File: src/rtl/regfile_pkg.sv
// rtl/regfile_pkg.sv - register-file geometry and types shared with the datapath
package regfile_pkg;

  localparam int REG_ADDR_W = 5;
  localparam int REG_DATA_W = 32;
  localparam int NUM_REGS   = 32;

  typedef logic [REG_ADDR_W-1:0] reg_addr_t;
  typedef logic [REG_DATA_W-1:0] reg_data_t;

  localparam reg_addr_t REG_ZERO = '0;

endpackage

File: src/rtl/rr_arbiter.sv
// rtl/rr_arbiter.sv - round-robin arbiter; pointer moves past the winner on advance
module rr_arbiter #(
  parameter int N = 2
) (
  input  logic         clk,
  input  logic         rst,
  input  logic [N-1:0] req,
  input  logic         advance,
  output logic [N-1:0] grant
);

  localparam int PW = (N > 1) ? $clog2(N) : 1;
  localparam logic [PW:0] N_EXT = (PW+1)'(N);
  localparam logic [PW-1:0] LAST = PW'(N - 1);

  logic [PW-1:0] ptr;
  logic [PW-1:0] grant_idx;
  logic [PW:0]   pos;
  logic [PW-1:0] idx;
  logic          found;

  always_comb begin
    grant     = '0;
    grant_idx = '0;
    found     = 1'b0;
    pos       = '0;
    idx       = '0;
    for (int k = 0; k < N; k++) begin
      pos = {1'b0, ptr} + (PW+1)'(k);
      if (pos >= N_EXT) pos = pos - N_EXT;
      idx = pos[PW-1:0];
      if (!found && req[idx]) begin
        found      = 1'b1;
        grant[idx] = 1'b1;
        grant_idx  = idx;
      end
    end
  end

  always_ff @(posedge clk) begin
    if (rst) begin
      ptr <= '0;
    end else if (advance) begin
      ptr <= (grant_idx == LAST) ? '0 : grant_idx + 1'b1;
    end
  end

endmodule

File: src/rtl/regfile_wb_arbiter.sv
// rtl/regfile_wb_arbiter.sv - shares the register-file write port among writeback
// requesters; registered write stage plus read-after-write hazard flags for decode
module regfile_wb_arbiter
  import regfile_pkg::*;
#(
  parameter int NUM_REQ = 2,
  parameter int DATA_W  = REG_DATA_W,
  parameter int ADDR_W  = REG_ADDR_W
) (
  input  logic                      clk,
  input  logic                      rst,
  input  logic [NUM_REQ-1:0]        req_valid,
  input  logic [NUM_REQ*ADDR_W-1:0] req_addr,
  input  logic [NUM_REQ*DATA_W-1:0] req_data,
  output logic [NUM_REQ-1:0]        req_ready,
  output logic                      RegWrite,
  output logic [ADDR_W-1:0]         Write_register,
  output logic [DATA_W-1:0]         Write_data,
  input  logic [ADDR_W-1:0]         rd_addr_1,
  input  logic [ADDR_W-1:0]         rd_addr_2,
  output logic                      hazard_1,
  output logic                      hazard_2
);

  logic [NUM_REQ-1:0] grant;
  logic [NUM_REQ-1:0] fire;
  logic               transfer;
  logic [ADDR_W-1:0]  sel_addr;
  logic [DATA_W-1:0]  sel_data;
  logic               pend_1;
  logic               pend_2;

  rr_arbiter #(.N(NUM_REQ)) u_rr (
    .clk     (clk),
    .rst     (rst),
    .req     (req_valid),
    .advance (transfer),
    .grant   (grant)
  );

  assign req_ready = rst ? '0 : grant;
  assign fire      = req_valid & req_ready;
  assign transfer  = |fire;

  always_comb begin
    sel_addr = '0;
    sel_data = '0;
    for (int i = 0; i < NUM_REQ; i++) begin
      if (fire[i]) begin
        sel_addr = req_addr[i*ADDR_W +: ADDR_W];
        sel_data = req_data[i*DATA_W +: DATA_W];
      end
    end
  end

  // Register 0 writes are consumed but never enabled, keeping $zero at 0.
  always_ff @(posedge clk) begin
    if (rst) begin
      RegWrite       <= 1'b0;
      Write_register <= '0;
      Write_data     <= '0;
    end else if (transfer) begin
      RegWrite       <= (sel_addr != '0);
      Write_register <= sel_addr;
      Write_data     <= sel_data;
    end else begin
      RegWrite <= 1'b0;
    end
  end

  // A write is pending if it sits in the output stage or is waiting at a requester.
  always_comb begin
    pend_1 = RegWrite && (Write_register == rd_addr_1);
    pend_2 = RegWrite && (Write_register == rd_addr_2);
    for (int i = 0; i < NUM_REQ; i++) begin
      pend_1 = pend_1 | (req_valid[i] && (req_addr[i*ADDR_W +: ADDR_W] == rd_addr_1));
      pend_2 = pend_2 | (req_valid[i] && (req_addr[i*ADDR_W +: ADDR_W] == rd_addr_2));
    end
  end

  assign hazard_1 = (rd_addr_1 != '0) && pend_1;
  assign hazard_2 = (rd_addr_2 != '0) && pend_2;

endmodule

File: config.mk
export PLATFORM = sky130hd
export DESIGN_NAME = regfile_wb_arbiter
export DESIGN_NICKNAME = d
export VERILOG_FILES = /design/src/rtl/regfile_pkg.sv /design/src/rtl/rr_arbiter.sv /design/src/rtl/regfile_wb_arbiter.sv
export SDC_FILE = /design/constraint.sdc
export NUM_CORES = 1
export LEC_CHECK = 0
export ABC_AREA = 0
export CAP_MARGIN = 20
export CORE_AREA = 4 4 75 77
export CTS_CLUSTER_SIZE = 25
export DETAILED_ROUTE_END_ITERATION = 16
export DIE_AREA = 0 0 79 81
export HOLD_SLACK_MARGIN = 0.08
export PLACE_DENSITY = 0.85
export SYNTH_ARGS = -nofsm -noshare
export SYNTH_HDL_FRONTEND = slang
export SYNTH_SLANG_ARGS = --single-unit
File: constraint.sdc
create_clock -name clk -period 3.3 [get_ports clk]
set_clock_uncertainty 0.15 [all_clocks]
set_input_delay 0.66 -clock clk [delete_from_list [all_inputs] [get_ports clk]]
set_output_delay 0.66 -clock clk [all_outputs]
set_load 0.005 [all_outputs]
==> results of run 1 <==
==> worst reg2reg max path, stage by stage (launching register included) <==
cell	delay [ns]
dfxtp_1	0.32
nand2b_1	0.15
nand3b_2	0.09
buf_4	0.36
o22a_1	0.21
nand4_1	0.08
==> cells by family after synthesis <==
family	share of synthesized area, %
DFF	41.9
buffers and inverters	4.10
and+or+nand+nor	23.4
xor gates and xnor gates	14.1
AOI/OAI and AO/OA	16.5
==> cell type report <==
| type | instances | area [sq um] |
|---|---|---|
| fillers | 446 | 1640 |
| repair buffers | 137 | 1380 |
| multi-input cells | 169 | 1020 |
| flip-flops and latches | 39 | 781 |
| clock buffers | 8 | 100 |
| well taps | 70 | 87.6 |
| inverters | 2 | 7.51 |
==> repair_timing <==
| item | 4_1_cts | 5_1_grt |
|---|---|---|
| hold endpoints to repair | 0 | 0 |
| endpoints found under the setup margin | 1 | 2 |
| resized for setup | 1 | 14 |
| pin swaps | 1 | 2 |
==> power by group through the flow <==
stage | combinational [W] | clock (W) | sequential, W
4_1_cts | 0.000351 | 0.000357 | 0.000534
5_1_grt | 0.000377 | 0.000375 | 0.000539
3_3_place_gp | 0.000344 | 0 | 0.000542
6_report | 0.000349 | 0.000347 | 0.000534
3_5_place_dp | 0.000349 | 0 | 0.000544
2_1_floorplan | 0.000119 | 0 | 0.000546
==> layer usage <==
layer | routed length [um] | up-vias | part of all wire (%) | track usage (%)
li1 | - | 1072 | - | -
met1 | 2720 | 991 | 41 | 23.3
met2 | 3350 | 90 | 50 | 36.3
met3 | 474 | 8 | 7.2 | 5.32
met4 | 87 | 0 | 1.3 | 5.67
met5 | 0 | - | 0 | 0
==> flip-flops by register name (all words and copies together) (netlist names), named ones only <==
name and flops:
Write_data 32, RegWrite 1, Write_register 5
==> placed cells by master (no fill, tap or decap), types with 2 or more instances in the layout <==
master           count
and2_1               2
xnor2_1              6
clkdlybuf4s50_1    116
a21oi_1              6
nor3_1              32
a222oi_1             2
a32oi_1              2
nor2_1              39
or4_1                2
dfxtp_1             39
xor2_1              24
o22ai_1             32
a22oi_1              3
nor4_2               2
dlymetal6s2s_1      12
nand2_1              3
clkbuf_8             7
buf_4                8
nand3_1              2
nor4_1               4
==> per-stage QoR <==
stage                     cell area [sq um]  worst slack (ns)
after floorplan                        1860              1.17
after global placement                 3230            0.0178
after detailed placement               3230           0.00318
after CTS                              3330          0.000871
after global routing                   3370           0.00269
final                                  3370             0.124
==> path summary, 6_finish.rpt <==
path | from | to | slack [ns] | cells after the start
setup / recovery | req_addr[3] | hazard_1 | 0.12 | 6
hold / removal | register | register | 0.34 | 1
setup reg to reg | register | RegWrite | 1.81 | 5
hold reg to reg | register | register | 0.34 | 1
==> metrics, run 1 <==
status=completed; CTS Sinks=39; Non-Filler Instances=~430; GP Congestion=between 0.8 and 0.9; setup tns final=0 ns; cell mode on critical path=clkdlybuf4s50_1; # nets final=442; Setup-failing EPs final=0; top post-synthesis cells by count=dfxtp_1 (39), nor2_1 (39), nor3_1 (32), o22ai_1 (32), xor2_1 (24); Final Hold Slack=0.340 ns; Buf/Inv on CP=2; Area Overhead vs Synth=81.2%; critical-path maximum fanout=3; clock network fraction of total power=28.2%; switch share=around a quarter; Synth area leader=dfxtp_1; Global Route Usage Sum=roughly a fifth; net switching power=about 0.00031 W; P_int=a little over 0.0009 W; most area-consuming cells after synthesis=dfxtp_1 (42%), xor2_1 (11%), o22ai_1 (11%); total wire length=between 6000 and 7000 um; CP arrival=~2.4 ns; wire per inst=15.6 um; antenna cells=0; cells after synthesis=around 220; predominant post-synthesis flop cell=dfxtp_1; clock transition at the registers of the reported paths=0.07 ns; CTS Hold Bufs=0; Leak=1.37 nW; unique cell type count in the Yosys netlist=28; max cap viols=0; Vias per Instance=5.08; Startpoint Class=input port; Skew-Pair Late Insertion Delay=between 0.2 and 0.3 ns; hold crit path type=register to register; CP required=about 2.5 ns; Slew Viols, Final=0; postcts setup bufs=0; worst slew pin tran=around 0.42 ns; # IOs=130; Detail Route Antenna Nets=0; root buf cell=clkbuf_8; Tmin final=3.18 ns; total die area=around 6400 sq um; Net Count, Synth=a little over 300; Max stage delay cell, worst path=clkdlybuf4s50_1; final period utilization=96.3%; post-synth top area share=between 40% and 50%; Max Clk Rate=~0.31 GHz; largest net degree at the start of global routing=40; Final HPWL DP=4910 um; number of global-route vias before repair=2101; max_slew headroom=71.9%; die height=between 80 and 90 um; FFs w/ async S/R, synth=0%; Port-buffer cells=129; Crit Path Category=input port to primary output; Pwr Total=0.00123 W; Starting Density=37.2%; count of flip-flops with a built-in enable after synthesis=0; Clock Path Buffers=2; Vias=approximately 2200; sequential share of the synthesized area=41.9%; die width=approximately 79 um; Initial DRC Count=about 120; Mean Syn Cell Area=8.35 sq um; register bit total from synthesis=39; H-tree depth=2; layout cells sized above 1=under 10%; Final Util=between 60 and 70%; placed cells=approximately 420; Netlist Area Pre-Place=between 1500 and 2000 sq um; worst vdd ir=0.339 mV; row cnt=26; first drt pass iteration count=4; endpoints failing hold=0; crit-path max cell delay=slightly above 0.5 ns; GRT overflow=0; DRC viols=0; RSZ-0062 raised after global routing=no; CTS tree=done; initial antenna violation count=0; Sequential Power Share=approximately 43%; core area=5010 sq um; first-pass GRT wire length=approximately 10000 um; cts bufs inserted=5; crit-path cells=clkdlybuf4s50_1 -> xor2_1 -> nor4_1 -> a32oi_1 -> a21oi_1 -> clkdlybuf4s50_1; CP Capture Type=primary output; Power Density=roughly 360 nW/um^2; Synth warnings=0; crit-path leading delay family=buffers and inverters; Comb power frac=28.4%
No activity file was read; power rests on OpenSTA's default activity.
==> inputs of run 2 (changes only) <==
--- a/config.mk
+++ b/config.mk
@@ -7,10 +7,10 @@
 export LEC_CHECK = 0
 export ABC_AREA = 0
 export CAP_MARGIN = 20
-export CORE_AREA = 4 4 75 77
+export CORE_AREA = 2 2 73 75
 export CTS_CLUSTER_SIZE = 25
 export DETAILED_ROUTE_END_ITERATION = 16
-export DIE_AREA = 0 0 79 81
+export DIE_AREA = 0 0 75 77
 export HOLD_SLACK_MARGIN = 0.08
 export PLACE_DENSITY = 0.85
 export SYNTH_ARGS = -nofsm -noshare
==> constraint.sdc (replaced) <==
create_clock -name clk -period 4.05 [get_ports clk]
set_clock_uncertainty 0.15 [all_clocks]
set_input_delay 0.81 -clock clk [delete_from_list [all_inputs] [get_ports clk]]
set_output_delay 0.81 -clock clk [all_outputs]
set_load 0.005 [all_outputs]
==> metrics, run 2 (synthesis gave the netlist of run 1 again) <==
Starting Density=37.4% (was 37.2%); Detail Route Antenna Nets=0 (unchanged); cell mode on critical path=clkdlybuf4s50_1 (unchanged); Port-buffer cells=129 (unchanged); initial antenna violation count=0 (unchanged); root buf cell=clkbuf_8 (unchanged); crit-path max cell delay=0.52 ns (was 0.51 ns); Post-Route M1 WL=2600 um (was 2720 um); CTS resizes=0 (was 1); Startpoint Class=input port (unchanged); first drt pass iteration count=4 (unchanged); Top reg by flops=Write_data (unchanged); postcts setup bufs=0 (unchanged); max_slew headroom=54.8% (was 71.9%); Leak=1.24 nW (was 1.37 nW); Power Density=303 nW/um^2 (was 365 nW/um^2); Sequential Power Share=43.3% (was 43.4%); net switching power=0.000257 W (was 0.000311 W); Vias=2176 (was 2161); Skew-Pair Late Insertion Delay=0.28 ns (about the same); Clock Path Buffers=2 (unchanged); CTS tree=done (unchanged); crit-path cells=clkdlybuf4s50_1 -> xor2_1 -> nor4_1 -> nand3_1 -> a21oi_1 -> clkdlybuf4s50_1 (was clkdlybuf4s50_1 -> xor2_1 -> nor4_1 -> a32oi_1 -> a21oi_1 -> clkdlybuf4s50_1); CP arrival=2.66 ns (was 2.37 ns); switch share=25.6% (was 25.3%); layout cells sized above 1=5.11% (was 6.20%); CP Capture Type=primary output (unchanged); CTS Sinks=39 (unchanged); DR WL met3=405 um (was 474 um); Initial DRC Count=108 (was 115); total wire length=6310 um (was 6630 um); RSZ-0062 raised after global routing=no (unchanged); Tmin final=between 3 and 4 ns; max reg flops=32 (unchanged); row cnt=26 (unchanged); Slew Viols, Final=0 (unchanged); H-tree depth=2 (unchanged); GRT overflow=0 (unchanged); Final HPWL DP=4850 um (was 4910 um); largest net degree at the start of global routing=34 (was 40); GP Congestion=0.987 (was 0.836); total die area=5780 sq um (was 6400 sq um); critical-path maximum fanout=4 (was 3); P_int=0.000747 W (was 0.000918 W); core area=4980 sq um (was 5010 sq um); worst vdd ir=0.228 mV (was 0.339 mV); cts bufs inserted=5 (unchanged); worst slew pin tran=0.677 ns (was 0.422 ns); Buf/Inv on CP=2 (unchanged); Vias per Instance=5.16 (was 5.08); DRC viols=0 (unchanged); Global Route Usage Sum=22.2% (was 20.0%); Comb power frac=28.2% (was 28.4%); Area Overhead vs Synth=78.0% (was 81.2%); final period utilization=about 90%; number of global-route vias before repair=2267 (was 2101); antenna cells=0 (unchanged); most frequent cells in the layout=clkdlybuf4s50_1 (129), dfxtp_1 (39), nor2_1 (39), o22ai_1 (32), nor3_1 (32) (was clkdlybuf4s50_1 (116), dfxtp_1 (39), nor2_1 (39), o22ai_1 (32), nor3_1 (32)); # IOs=130 (unchanged); Design Area, Final=3310 sq um (was 3370 sq um); highest routed layer=met4 (unchanged); die width=75 um (was 79 um); first-pass GRT wire length=10200 um (about the same); CTS Hold Bufs=0 (unchanged); die height=77 um (was 81 um); clock transition at the registers of the reported paths=0.08 ns (was 0.07 ns); Area after DPL=3210 sq um (was 3230 sq um); commonest non-fill, non-tap cell in the layout=clkdlybuf4s50_1 (unchanged); biggest regs=Write_data x32, Write_register x5, RegWrite x1 (unchanged); hold crit path type=register to register (unchanged); CP required=3.09 ns (was 2.49 ns); endpoints failing hold=0 (unchanged); max cap viols=0 (unchanged); Worst Setup SP=req_addr[7] (was req_addr[3]); Met2 Routed Length=3200 um (was 3350 um); setup tns final=0 ns (unchanged); Max Clk Rate=approximately 0.28 GHz; # nets final=439 (was 442); Max stage delay cell, worst path=clkdlybuf4s50_1 (unchanged); status=completed (unchanged); clock network fraction of total power=28.5% (was 28.2%); crit-path leading delay family=buffers and inverters (unchanged); Setup-failing EPs final=0 (unchanged); wire per inst=15.0 um (was 15.6 um); Crit Path Category=input port to primary output (unchanged)
-- run 2: changes by cell type in the layout (fill, tap and decap cells not counted), moves of 2 or more --
| cell | previous run | this run |
|---|---|---|
| nor4_1 | 4 | 6 |
| clkdlybuf4s50_1 | 116 | 129 |
| nor4_2 | 2 | 0 |
| buf_4 | 8 | 5 |
| dlymetal6s2s_1 | 12 | 0 |
-- run 2: path summary, 6_finish.rpt --
path	endpoint	slack [ns]	depth (start not counted)
max reg2reg	RegWrite	2.52	5
min	register	0.34	1
min reg2reg	register	0.34	1
max	hazard_2	0.43	6
-- run 2: per-stage QoR --
stage          total power [W]  setup WS, ns  cells  hold WS [ns]  util [%]
3_5_place_dp          0.000728         0.411    414         0.325      64.5
4_1_cts                0.00102         0.409    422         0.351      66.6
2_1_floorplan         0.000542          1.62    223         0.304         -
6_report               0.00100         0.427    422         0.341      66.6
5_1_grt                0.00106         0.297    422         0.374      66.6
3_3_place_gp          0.000721         0.467    414         0.313      64.5
-- run 2: power by group through the flow --
stage	combinational (W)	sequential, W	clock, W
global placement	0.000278	0.000442	0
floorplan	0.0000973	0.000444	0
global route	0.000308	0.000439	0.000309
finish	0.000283	0.000435	0.000286
detailed placement	0.000284	0.000444	0
CTS	0.000286	0.000435	0.000295
-- run 2: routing by layer --
metal  up-vias  track usage, %
li1       1069               -
met1      1013            25.8
met2        84            38.6
met3        10            5.78
met4         0            6.96
met5         -               0
-- run 2: cell type report --
class                      instances  area (sq um)
sequential                        39           781
clock inverter                     1          7.51
inverter                           2          7.51
timing repair buffer             134          1330
clock buffer                       7          96.3
fill                             432          1660
tap                               70          87.6
multi-input combinational        169          1000
